$ cat config.mk
export PLATFORM = sky130hd
export DESIGN_NAME = interrupt_ack_sequencer_8259a
export DESIGN_NICKNAME = d
export VERILOG_FILES = /design/src/rtl/interrupt_8259a_pkg.sv /design/src/rtl/priority_resolver_8259a.sv /design/src/rtl/interrupt_ack_sequencer_8259a.sv
export SDC_FILE = /design/constraint.sdc
export NUM_CORES = 1
export LEC_CHECK = 0
export ABC_CLOCK_PERIOD_IN_PS = 2060
export CORE_UTILIZATION = 42
export DETAILED_ROUTE_END_ITERATION = 10
export GPL_TIMING_DRIVEN = 0
export PLACE_DENSITY = 0.76
export SLEW_MARGIN = 15
export SYNTH_ARGS = -nofsm -noshare
export SYNTH_HDL_FRONTEND = slang
export SYNTH_SLANG_ARGS = --single-unit
$ cat constraint.sdc
create_clock -name clock -period 2.06 [get_ports clock]
set_clock_uncertainty 0.2 [all_clocks]
set_input_delay 0.412 -clock clock [delete_from_list [all_inputs] [get_ports clock]]
set_output_delay 0.412 -clock clock [all_outputs]
set_load 0.01 [all_outputs]
$ cat src/rtl/interrupt_8259a_pkg.sv
// Shared types and constants for the 8259A interrupt acknowledge sequencer.
package interrupt_8259a_pkg;

  // Acknowledge sequencer states
  typedef enum logic [1:0] {
    ST_IDLE = 2'd0,
    ST_REQ  = 2'd1,
    ST_ACK1 = 2'd2,
    ST_ACK2 = 2'd3
  } ack_state_t;

  // Legal INTA pulse counts per acknowledge cycle
  localparam int ACK_PULSES_8086   = 2;
  localparam int ACK_PULSES_SINGLE = 1;

  // Level reported when an acknowledge finds no valid request
  localparam logic [2:0] SPURIOUS_INDEX = 3'd7;

  // Returns {found, level} of the highest-priority set bit, where
  // level 'rot' is the highest priority and priority falls with (level - rot) mod 8.
  function automatic logic [3:0] highest_priority(input logic [7:0] vec,
                                                  input logic [2:0] rot);
    logic [3:0] result;
    logic [2:0] lvl;
    result = 4'b0000;
    // Scan from lowest priority upwards so the last hit is the highest priority.
    for (int k = 7; k >= 0; k--) begin
      lvl = rot + 3'(k);
      if (vec[lvl]) begin
        result = {1'b1, lvl};
      end
    end
    return result;
  endfunction

endpackage

$ cat src/rtl/priority_resolver_8259a.sv
// Combinational priority resolver: picks the highest-priority unmasked request
// and decides whether it outranks everything currently in service.
module priority_resolver_8259a
  import interrupt_8259a_pkg::*;
(
  input  logic [7:0] candidates,
  input  logic [7:0] in_service,
  input  logic [2:0] rotation,
  output logic [2:0] winner,
  output logic       request_valid
);

  // Vectors re-indexed by priority rank (rank 0 = highest priority).
  logic [7:0] cand_by_rank;
  logic [7:0] isr_by_rank;
  logic [3:0] cand_best;
  logic [3:0] isr_best;

  for (genvar gi = 0; gi < 8; gi++) begin : g_rank
    assign cand_by_rank[gi] = candidates[rotation + 3'(gi)];
    assign isr_by_rank[gi]  = in_service[rotation + 3'(gi)];
  end

  // Rank of the best candidate and of the best in-service level.
  assign cand_best = highest_priority(cand_by_rank, 3'd0);
  assign isr_best  = highest_priority(isr_by_rank, 3'd0);

  assign winner = rotation + cand_best[2:0];

  // Fully nested: a request only qualifies if strictly above every in-service level.
  assign request_valid = cand_best[3] &&
                         (!isr_best[3] || (cand_best[2:0] < isr_best[2:0]));

endmodule

$ cat src/rtl/interrupt_ack_sequencer_8259a.sv
// 8259A interrupt acknowledge sequencer: raises INT, runs the INTA pulse
// sequence, maintains the ISR and presents the vector byte.
// Optional feature: define ROTATING_PRIORITY_EN to make a non-specific EOI
// rotate priority (cleared level becomes lowest). Undefined = fixed priority.
module interrupt_ack_sequencer_8259a
  import interrupt_8259a_pkg::*;
#(
  parameter int ACK_PULSES = ACK_PULSES_8086
) (
  input  logic       clock,
  input  logic       reset_n,
  input  logic [7:0] interrupt_request_register,
  input  logic [7:0] interrupt_mask,
  input  logic [4:0] vector_base,
  input  logic       interrupt_acknowledge_n,
  input  logic       end_of_interrupt,
  input  logic       specific_eoi,
  input  logic [2:0] eoi_level,
  output logic       interrupt_to_cpu,
  output logic       freeze,
  output logic [7:0] clear_interrupt_request,
  output logic [7:0] in_service_register,
  output logic [7:0] out_data,
  output logic       out_data_valid
);

  // State entered on the first INTA falling edge.
  localparam ack_state_t FIRST_ACK_STATE =
    (ACK_PULSES == ACK_PULSES_SINGLE) ? ST_ACK2 : ST_ACK1;

  ack_state_t state_reg;
  logic       int_reg;
  logic       freeze_reg;
  logic [7:0] clear_reg;
  logic [7:0] isr_reg;
  logic [2:0] index_reg;
  logic [7:0] data_reg;
  logic       data_valid_reg;
  logic       inta_prev_reg;
  logic [2:0] rotation;

  logic [7:0] candidates;
  logic [2:0] winner;
  logic       request_valid;
  logic       inta_fall;
  logic       inta_rise;
  logic       ack_take;
  logic [2:0] take_index;
  logic [7:0] set_mask;
  logic [7:0] eoi_mask;
  logic [3:0] eoi_best;

  assign candidates = interrupt_request_register & ~interrupt_mask;

  priority_resolver_8259a u_resolver (
    .candidates    (candidates),
    .in_service    (isr_reg),
    .rotation      (rotation),
    .winner        (winner),
    .request_valid (request_valid)
  );

  assign inta_fall  = inta_prev_reg & ~interrupt_acknowledge_n;
  assign inta_rise  = ~inta_prev_reg & interrupt_acknowledge_n;
  assign ack_take   = (state_reg == ST_REQ) && inta_fall;
  assign take_index = request_valid ? winner : SPURIOUS_INDEX;
  assign set_mask   = (ack_take && request_valid) ? (8'b1 << winner) : 8'h00;

  // Select the ISR bit an EOI strobe clears (none if no matching bit is set).
  always_comb begin
    eoi_mask = 8'h00;
    eoi_best = highest_priority(isr_reg, rotation);
    if (end_of_interrupt) begin
      if (specific_eoi) begin
        eoi_mask = 8'b1 << eoi_level;
      end else if (eoi_best[3]) begin
        eoi_mask = 8'b1 << eoi_best[2:0];
      end
    end
  end

`ifdef ROTATING_PRIORITY_EN
  logic [2:0] rotation_reg;

  // Non-specific EOI makes the cleared level lowest priority.
  always_ff @(posedge clock or negedge reset_n) begin
    if (!reset_n) begin
      rotation_reg <= 3'd0;
    end else if (end_of_interrupt && !specific_eoi && eoi_best[3]) begin
      rotation_reg <= eoi_best[2:0] + 3'd1;
    end
  end

  assign rotation = rotation_reg;
`else
  assign rotation = 3'd0;
`endif

  // ISR update: EOI clear first, then acknowledge set, so a set wins on the same bit.
  always_ff @(posedge clock or negedge reset_n) begin
    if (!reset_n) begin
      isr_reg <= 8'h00;
    end else begin
      isr_reg <= (isr_reg & ~eoi_mask) | set_mask;
    end
  end

  // Acknowledge FSM with registered INT, freeze, clear pulse and vector outputs.
  always_ff @(posedge clock or negedge reset_n) begin
    if (!reset_n) begin
      state_reg      <= ST_IDLE;
      int_reg        <= 1'b0;
      freeze_reg     <= 1'b0;
      clear_reg      <= 8'h00;
      index_reg      <= 3'd0;
      data_reg       <= 8'h00;
      data_valid_reg <= 1'b0;
      inta_prev_reg  <= 1'b1;
    end else begin
      inta_prev_reg <= interrupt_acknowledge_n;
      clear_reg     <= set_mask;
      case (state_reg)
        ST_IDLE: begin
          if (request_valid) begin
            state_reg <= ST_REQ;
            int_reg   <= 1'b1;
          end
        end
        ST_REQ: begin
          if (inta_fall) begin
            int_reg    <= 1'b0;
            freeze_reg <= 1'b1;
            index_reg  <= take_index;
            state_reg  <= FIRST_ACK_STATE;
            if (FIRST_ACK_STATE == ST_ACK2) begin
              data_valid_reg <= 1'b1;
              data_reg       <= {vector_base, take_index};
            end
          end else if (!request_valid) begin
            state_reg <= ST_IDLE;
            int_reg   <= 1'b0;
          end
        end
        ST_ACK1: begin
          if (inta_fall) begin
            state_reg      <= ST_ACK2;
            data_valid_reg <= 1'b1;
            data_reg       <= {vector_base, index_reg};
          end
        end
        ST_ACK2: begin
          if (inta_rise) begin
            state_reg      <= ST_IDLE;
            freeze_reg     <= 1'b0;
            data_valid_reg <= 1'b0;
            data_reg       <= 8'h00;
          end else begin
            data_reg <= {vector_base, index_reg};
          end
        end
        default: begin
          state_reg <= ST_IDLE;
        end
      endcase
    end
  end

  assign interrupt_to_cpu        = int_reg;
  assign freeze                  = freeze_reg;
  assign clear_interrupt_request = clear_reg;
  assign in_service_register     = isr_reg;
  assign out_data                = data_reg;
  assign out_data_valid          = data_valid_reg;

endmodule

; Word-level counts from Yosys, hierarchy flattened
; Index checks and enable logic that the tools add are counted.
; Widths: inputs -> output; s select.
[op_classes]
div_mod_pow = 0
n_addsub = 0
n_mux = 38
mul = 0
n_eq_ne = 8
n_bitwise = 9
n_lt_le_gt_ge = 1
n_reduce_logical = 15
shift = 3
[op_table]
columns = cell, n
row1 = $mux 4, 16
row2 = $mux 8, 6
row3 = $shl 1x3->8 const A, 3
row4 = $and 8x8->8, 2
row5 = $not 8->8, 2
row6 = $pmux 8 s2, 1
row7 = $mux 2, 5
row8 = $reduce_and 3->1, 3
row9 = $ne 2x2->1 const B, 4
row10 = $or 8x8->8, 1
row11 = $pmux 2 s4, 1
row12 = $pmux 1 s2, 3
row13 = $reduce_bool 2->1, 3
row14 = $mux 1, 5
row15 = $eq 2x2->1 const B, 2
row16 = $reduce_and 2->1, 2
row17 = $reduce_and 4->1, 1
row18 = $logic_and 1x1->1, 3
row19 = $lt 3x3->1, 1
row20 = $mux 3, 1
row21 = $ne 3x3->1 const B, 1
row22 = $and 1x1->1, 2
row23 = $eq 2x1->1 const B, 1
row24 = $logic_not 2->1, 1
row25 = other kinds (3), 4
[word_totals]
in_bits = 29
reg_bits = 33
latchBits = 0
memories = 0
romBits = 0
mem_bits_rw = 0
output_inout_bits = 27
word_cells = 83

; Logic depth before layout (Yosys ltp)
[depth]
ltp_word = 16
ltp_mapped = 10
depth_no_buf = 9

; Cells and area by module
; Synthesis repeated with hierarchy kept, for this count alone.
[unflattened]
hier_cells = 267
area_unflattened_um2 = 2825.2
[by_module_without_submodules]
columns = module, area_per_inst_um2, cells_each, seq_area_each_um2, n_inst
row1 = interrupt_ack_sequencer_8259a, 1574.0, 153, 827.0, 1
row2 = priority_resolver_8259a, 1251.2, 114, 0.0, 1

; Worst setup path after synthesis
; OpenSTA, ideal clock, no wires.
[synth_path]
path_kind = in2reg
from = input interrupt_request_register[0]
to = register int_reg (netlist: interrupt_to_cpu)
setup_time_ps = 121
stages = 10
arrival_time_ps = 2308
path_buffers = 1
required_ps = 1739
setup_slack_ps = -569
cell_sequence = nor2b_1 nor4_1 nor2b_1 ha_1 a21oi_1 o41a_1 a221oi_2 buf_4 o21bai_1 a22o_1
[synth_between]
elab_chain_cells = 7
elab_cells_between_ends = 8
cone_classes = order compare: 1 / eq/ne: 2 / mux: 1 / bitwise: 1 / reduce/logical: 3
[synth_lines]
columns = item, line_no
row1 = "start, declared", interrupt_ack_sequencer_8259a.sv:12  ; input logic [7:0] interrupt_request_register,
row2 = $and 8x8->8 (*), interrupt_ack_sequencer_8259a.sv:53  ; assign candidates = interrupt_request_register & ~interrupt_mask;
row3 = $mux 4 (*), interrupt_8259a_pkg.sv:29  ; if (vec[lvl]) begin
row4 = $lt 3x3->1, priority_resolver_8259a.sv:32  ; (!isr_best[3] || (cand_best[2:0] < isr_best[2:0]));
row5 = $logic_or 1x1->1, priority_resolver_8259a.sv:32
row6 = $logic_and 1x1->1 (*), priority_resolver_8259a.sv:31  ; assign request_valid = cand_best[3] &&
row7 = $ne 3x3->1 (no source line) or $ne 2x2->1 (tied branches), -
row8 = $reduce_and 3->1 (no source line) (*), -
row9 = "end signal, assigned", interrupt_ack_sequencer_8259a.sv:112  ; int_reg <= 1'b0;
row10 = "end signal, assigned", interrupt_ack_sequencer_8259a.sv:126  ; int_reg <= 1'b1;
row11 = "end signal, assigned", interrupt_ack_sequencer_8259a.sv:131  ; int_reg <= 1'b0;
row12 = "end, declared", interrupt_ack_sequencer_8259a.sv:32  ; logic int_reg;
; Every way passes the cells marked *; elsewhere a longest branch is shown, timed or not.
; A chain may end at the register's enable or synchronous reset.

; Worst setup path in the final report
[layout_path]
from = input interrupt_mask[6]
to = register isr_reg[4] (netlist: in_service_register[4])
[layout_between]
elab_chain_cells = 15
elab_cells_between_ends = 16
cone_classes = order compare: 1 / shift: 1 / mux: 8 / bitwise: 3 / reduce/logical: 3
[layout_lines]
columns = item, line_no
row1 = "start, declared", interrupt_ack_sequencer_8259a.sv:13  ; input logic [7:0] interrupt_mask,
row2 = $not 8->8 (*), interrupt_ack_sequencer_8259a.sv:53
row3 = $and 8x8->8 (*), interrupt_ack_sequencer_8259a.sv:53
row4 = $mux 4 (*) (7 in series), interrupt_8259a_pkg.sv:29
row5 = $lt 3x3->1, priority_resolver_8259a.sv:32
row6 = $logic_or 1x1->1, priority_resolver_8259a.sv:32
row7 = $logic_and 1x1->1, priority_resolver_8259a.sv:31
row8 = $logic_and 1x1->1, interrupt_ack_sequencer_8259a.sv:67  ; assign set_mask = (ack_take && request_valid) ? (8'b1 << winner) : 8'h00;
row9 = $mux 8 (*), interrupt_ack_sequencer_8259a.sv:67
row10 = $or 8x8->8 (*), interrupt_ack_sequencer_8259a.sv:104  ; isr_reg <= (isr_reg & ~eoi_mask) | set_mask;
row11 = "end signal, assigned", interrupt_ack_sequencer_8259a.sv:104
row12 = "end, declared", interrupt_ack_sequencer_8259a.sv:35  ; logic [7:0] isr_reg;
; Marks and branches as above.

==> run_results.csv <==
group,metric,value,unit
yosys,syn_inst,210,
yosys,synthesis.area,1800,um^2
timing,max_freq,431,MHz
clocking,clockBufferDepth,2,
critical_path,r2r.worst_path.cells,10,
global_routing,grt_use_total,0.235,
yosys,synth-async-reset-ratio,1.00,
drt,antenna_left,0,
timing,timing.final.crit_period,2320,ps
clocking,numCtsBuffers,5,
yosys,synth_warnings,0,
clocking,cts_tree,"done",
flow_run,max_cap_viol_count,0,
cells_and_area,design_area,2870,um^2
drt,via_per_inst,5.51,
die,ios,56,
yosys,ys_ff_latch,33,
die,core_area,4060,um^2
yosys,synth_edf_count,0,
timing,tightest_slew,714,ps
yosys,synth-main-ff-cell,"dfrtp_1",
die,rows,23,
critical_path,critical_path.startpoint_type,"input pin",
die,die_x,67.5,um
yosys,ys_seq_area_frac,0.459,
die,die_y,67.5,um
timing,max_slew_margin,0.524,
timing,fin_crit_sh,1.13,
critical_path,rrSetupSlack,-250,ps
timing,setup_tns,-3830,ps
yosys,synth_commonest_cells,"33 x nand2_1, 32 x dfrtp_1, 26 x nor2_1",
cells_and_area,syn_to_final_growth,59.2,%
drt,drt_iter0_markers,108,
global_routing,grt_pass1_wl,7.94,mm
cells_and_area,drive_above_1_share,0.253,
timing,setup_viol,21,
drt,routed_wirelength,4.92,mm
cells_and_area,final_net_count,317,
min_path,hp-class,"flip-flop to flip-flop",
critical_path,r2r-start,"in_service_register[6]$_DFF_PN0_",
clocking,cts.sinks,33,
drt,wl_per_cell,14.5,um
timing,timing.hold.ws,330,ps
yosys,syn_nets,240,
min_path,hp-start,"out_data[4]$_DFFE_PN0P_",
placement,place_hpwl,3.34,mm
timing,hold_viol,0,
yosys,synth_top_area_cell,"dfrtp_1",
critical_path,critical_path_class,"input pin to flip-flop",
placement,placed_area,2470,um^2
die,start_util,0.444,
placement,io_buffers,55,
timing,slew_violations,0,
drt,vias,1861,
drt,first_pass_iters,4,
outcome,failed_checks,"negative setup slack",
drt,drc,0,
yosys,netlist.area_leader.share,0.444,
cells_and_area,seq_area,827,um^2
critical_path,critPathRequiredTime,2030,ps
critical_path,critical_path.max_fanout,5,
global_routing,grt_pass1_vias,1780,
global_routing,gr-total-overflow,0,
min_path,min_to,"out_data[4]$_DFFE_PN0P_",
power_and_ir_drop,leakage,1.24,nW
clocking,clk_pin_slew,70,ps
clocking,h-tree-depth,2,
cells_and_area,diodes,0,
yosys,synth_cell_types,40,
critical_path,cp-end-kind,"flip-flop",
power_and_ir_drop,p_per_area,1020,nW/um^2
critical_path,r2r-end,"in_service_register[4]$_DFF_PN0_",
clocking,cts_root_buffer,"clkbuf_8",
timing,rsz0062_at_grt,"yes",
yosys,ys_top_cells_by_area,"dfrtp_1 44%, nand2_1 6.9%, o21ai_0 5.8%, nor2_1 5.4%, a21oi_1 4.4%",
yosys,synth.most_common_cell,"nand2_1",
die,die_area,4560,um^2
clocking,clk_latency,280,ps
global_routing,grt_antenna_before_repair,0,
critical_path,critical_path_arrival,2290,ps
cells_and_area,fillers,316,
global_routing,grt_start_max_net_pins,34,
placement,gp_congestion,0.921,
outcome,status,"finished with violations",
timing,fin_ws,-260,ps
power_and_ir_drop,ir_drop,848,uV
yosys,syn_area_per_cell,8.59,um^2
min_path,hold_depth,2,
cells_and_area,multiInputGateArea,1160,um^2
[per-stage QoR]
step	util	setup WS (ps)	std cells	power [mW]
detailed placement	0.610	-972	315	2.04
global placement	0.611	-971	315	2.01
floorplan	-	-332	210	1.57
finish	0.707	-260	338	2.93
CTS	0.691	-270	335	2.86
global route	0.707	-336	338	3.12
[worst max-delay path, cell delays in order]
cell and delay [ps]:
clkdlybuf4s15_1 220, nor2b_4 150, o211ai_2 110, and2_1 150
o41a_1 440, a221oi_4 340, nor2_1 160, a32o_1 300
[what timing repair did]
item | 4_1_cts | 5_1_grt
pin swaps | 16 | 10
endpoints found under the setup margin | 21 | 29
hold endpoints to repair | 19 | 0
hold buffers | 1 | 0
resized for setup | 71 | 12
setup buffers | 10 | 3
gates cloned | 1 | 0
[cells by family (layout without fill, tap and decap cells)]
family,after synthesis,in the layout,share of synthesized area
AO/OA/AOI/OAI,61,61,0.225
adder cells (fa/ha/maj),1,1,0.00694
buffers and inverters,10,88,0.0236
flip-flops,33,33,0.459
AND/OR/NAND/NOR,105,105,0.286
[cell usage in the layout, fill, tap and decap left out, types with 3 or more instances in the layout]
| cell | count |
|---|---|
| clkdlybuf4s50_1 | 38 |
| nor3_2 | 5 |
| a21oi_1 | 15 |
| clkbuf_1 | 4 |
| buf_6 | 3 |
| o21ai_0 | 20 |
| dlygate4sd2_1 | 4 |
| nor2_2 | 4 |
| buf_4 | 14 |
| nor3b_1 | 3 |
| nand2b_4 | 4 |
| clkdlybuf4s15_1 | 3 |
| nor3_1 | 6 |
| nor2_1 | 21 |
| a21o_1 | 3 |
| and2_1 | 3 |
| inv_1 | 4 |
| dfrtp_1 | 32 |
| nand2b_1 | 8 |
| a32o_1 | 5 |
| nor2b_4 | 7 |
| buf_2 | 5 |
| clkbuf_8 | 5 |
| nand2_1 | 32 |
[metal layers]
metal,vias to the layer above,share of wire,global-route usage
met2,61,0.49,0.387
met1,895,0.44,0.306
met5,-,0,0
met3,6,0.063,0.0490
met4,0,0.010,0.0771
li1,899,-,-
[final cells by class]
class                      count  share of cell area
multi-input combinational    167               0.406
inverter                       4             0.00523
buffer                         6              0.0109
clock buffer                   5              0.0240
tap                           50              0.0218
sequential                    33               0.288
clock inverter                 3              0.0227
timing repair buffer          70               0.221
[worst max-delay path by stage]
stage | startpoint | to
6_report | interrupt_mask[6] | in_service_register[4]$_DFF_PN0_
4_1_cts | interrupt_request_register[0] | interrupt_to_cpu$_DFFE_PN0P_
3_5_place_dp | interrupt_mask[3] | in_service_register[2]$_DFF_PN0_
2_1_floorplan | interrupt_request_register[3] | interrupt_to_cpu$_DFFE_PN0P_
5_1_grt | interrupt_request_register[3] | interrupt_to_cpu$_DFFE_PN0P_
3_3_place_gp | interrupt_mask[1] | in_service_register[2]$_DFF_PN0_
[power by group]
group          internal [mW]  leakage [nW]  total (mW)  switching [mW]
clock                  0.481        0.0681       0.714           0.233
combinational          0.626         0.762        1.27           0.643
sequential             0.823         0.413       0.944           0.121
Power figures use the tool's default switching activity.
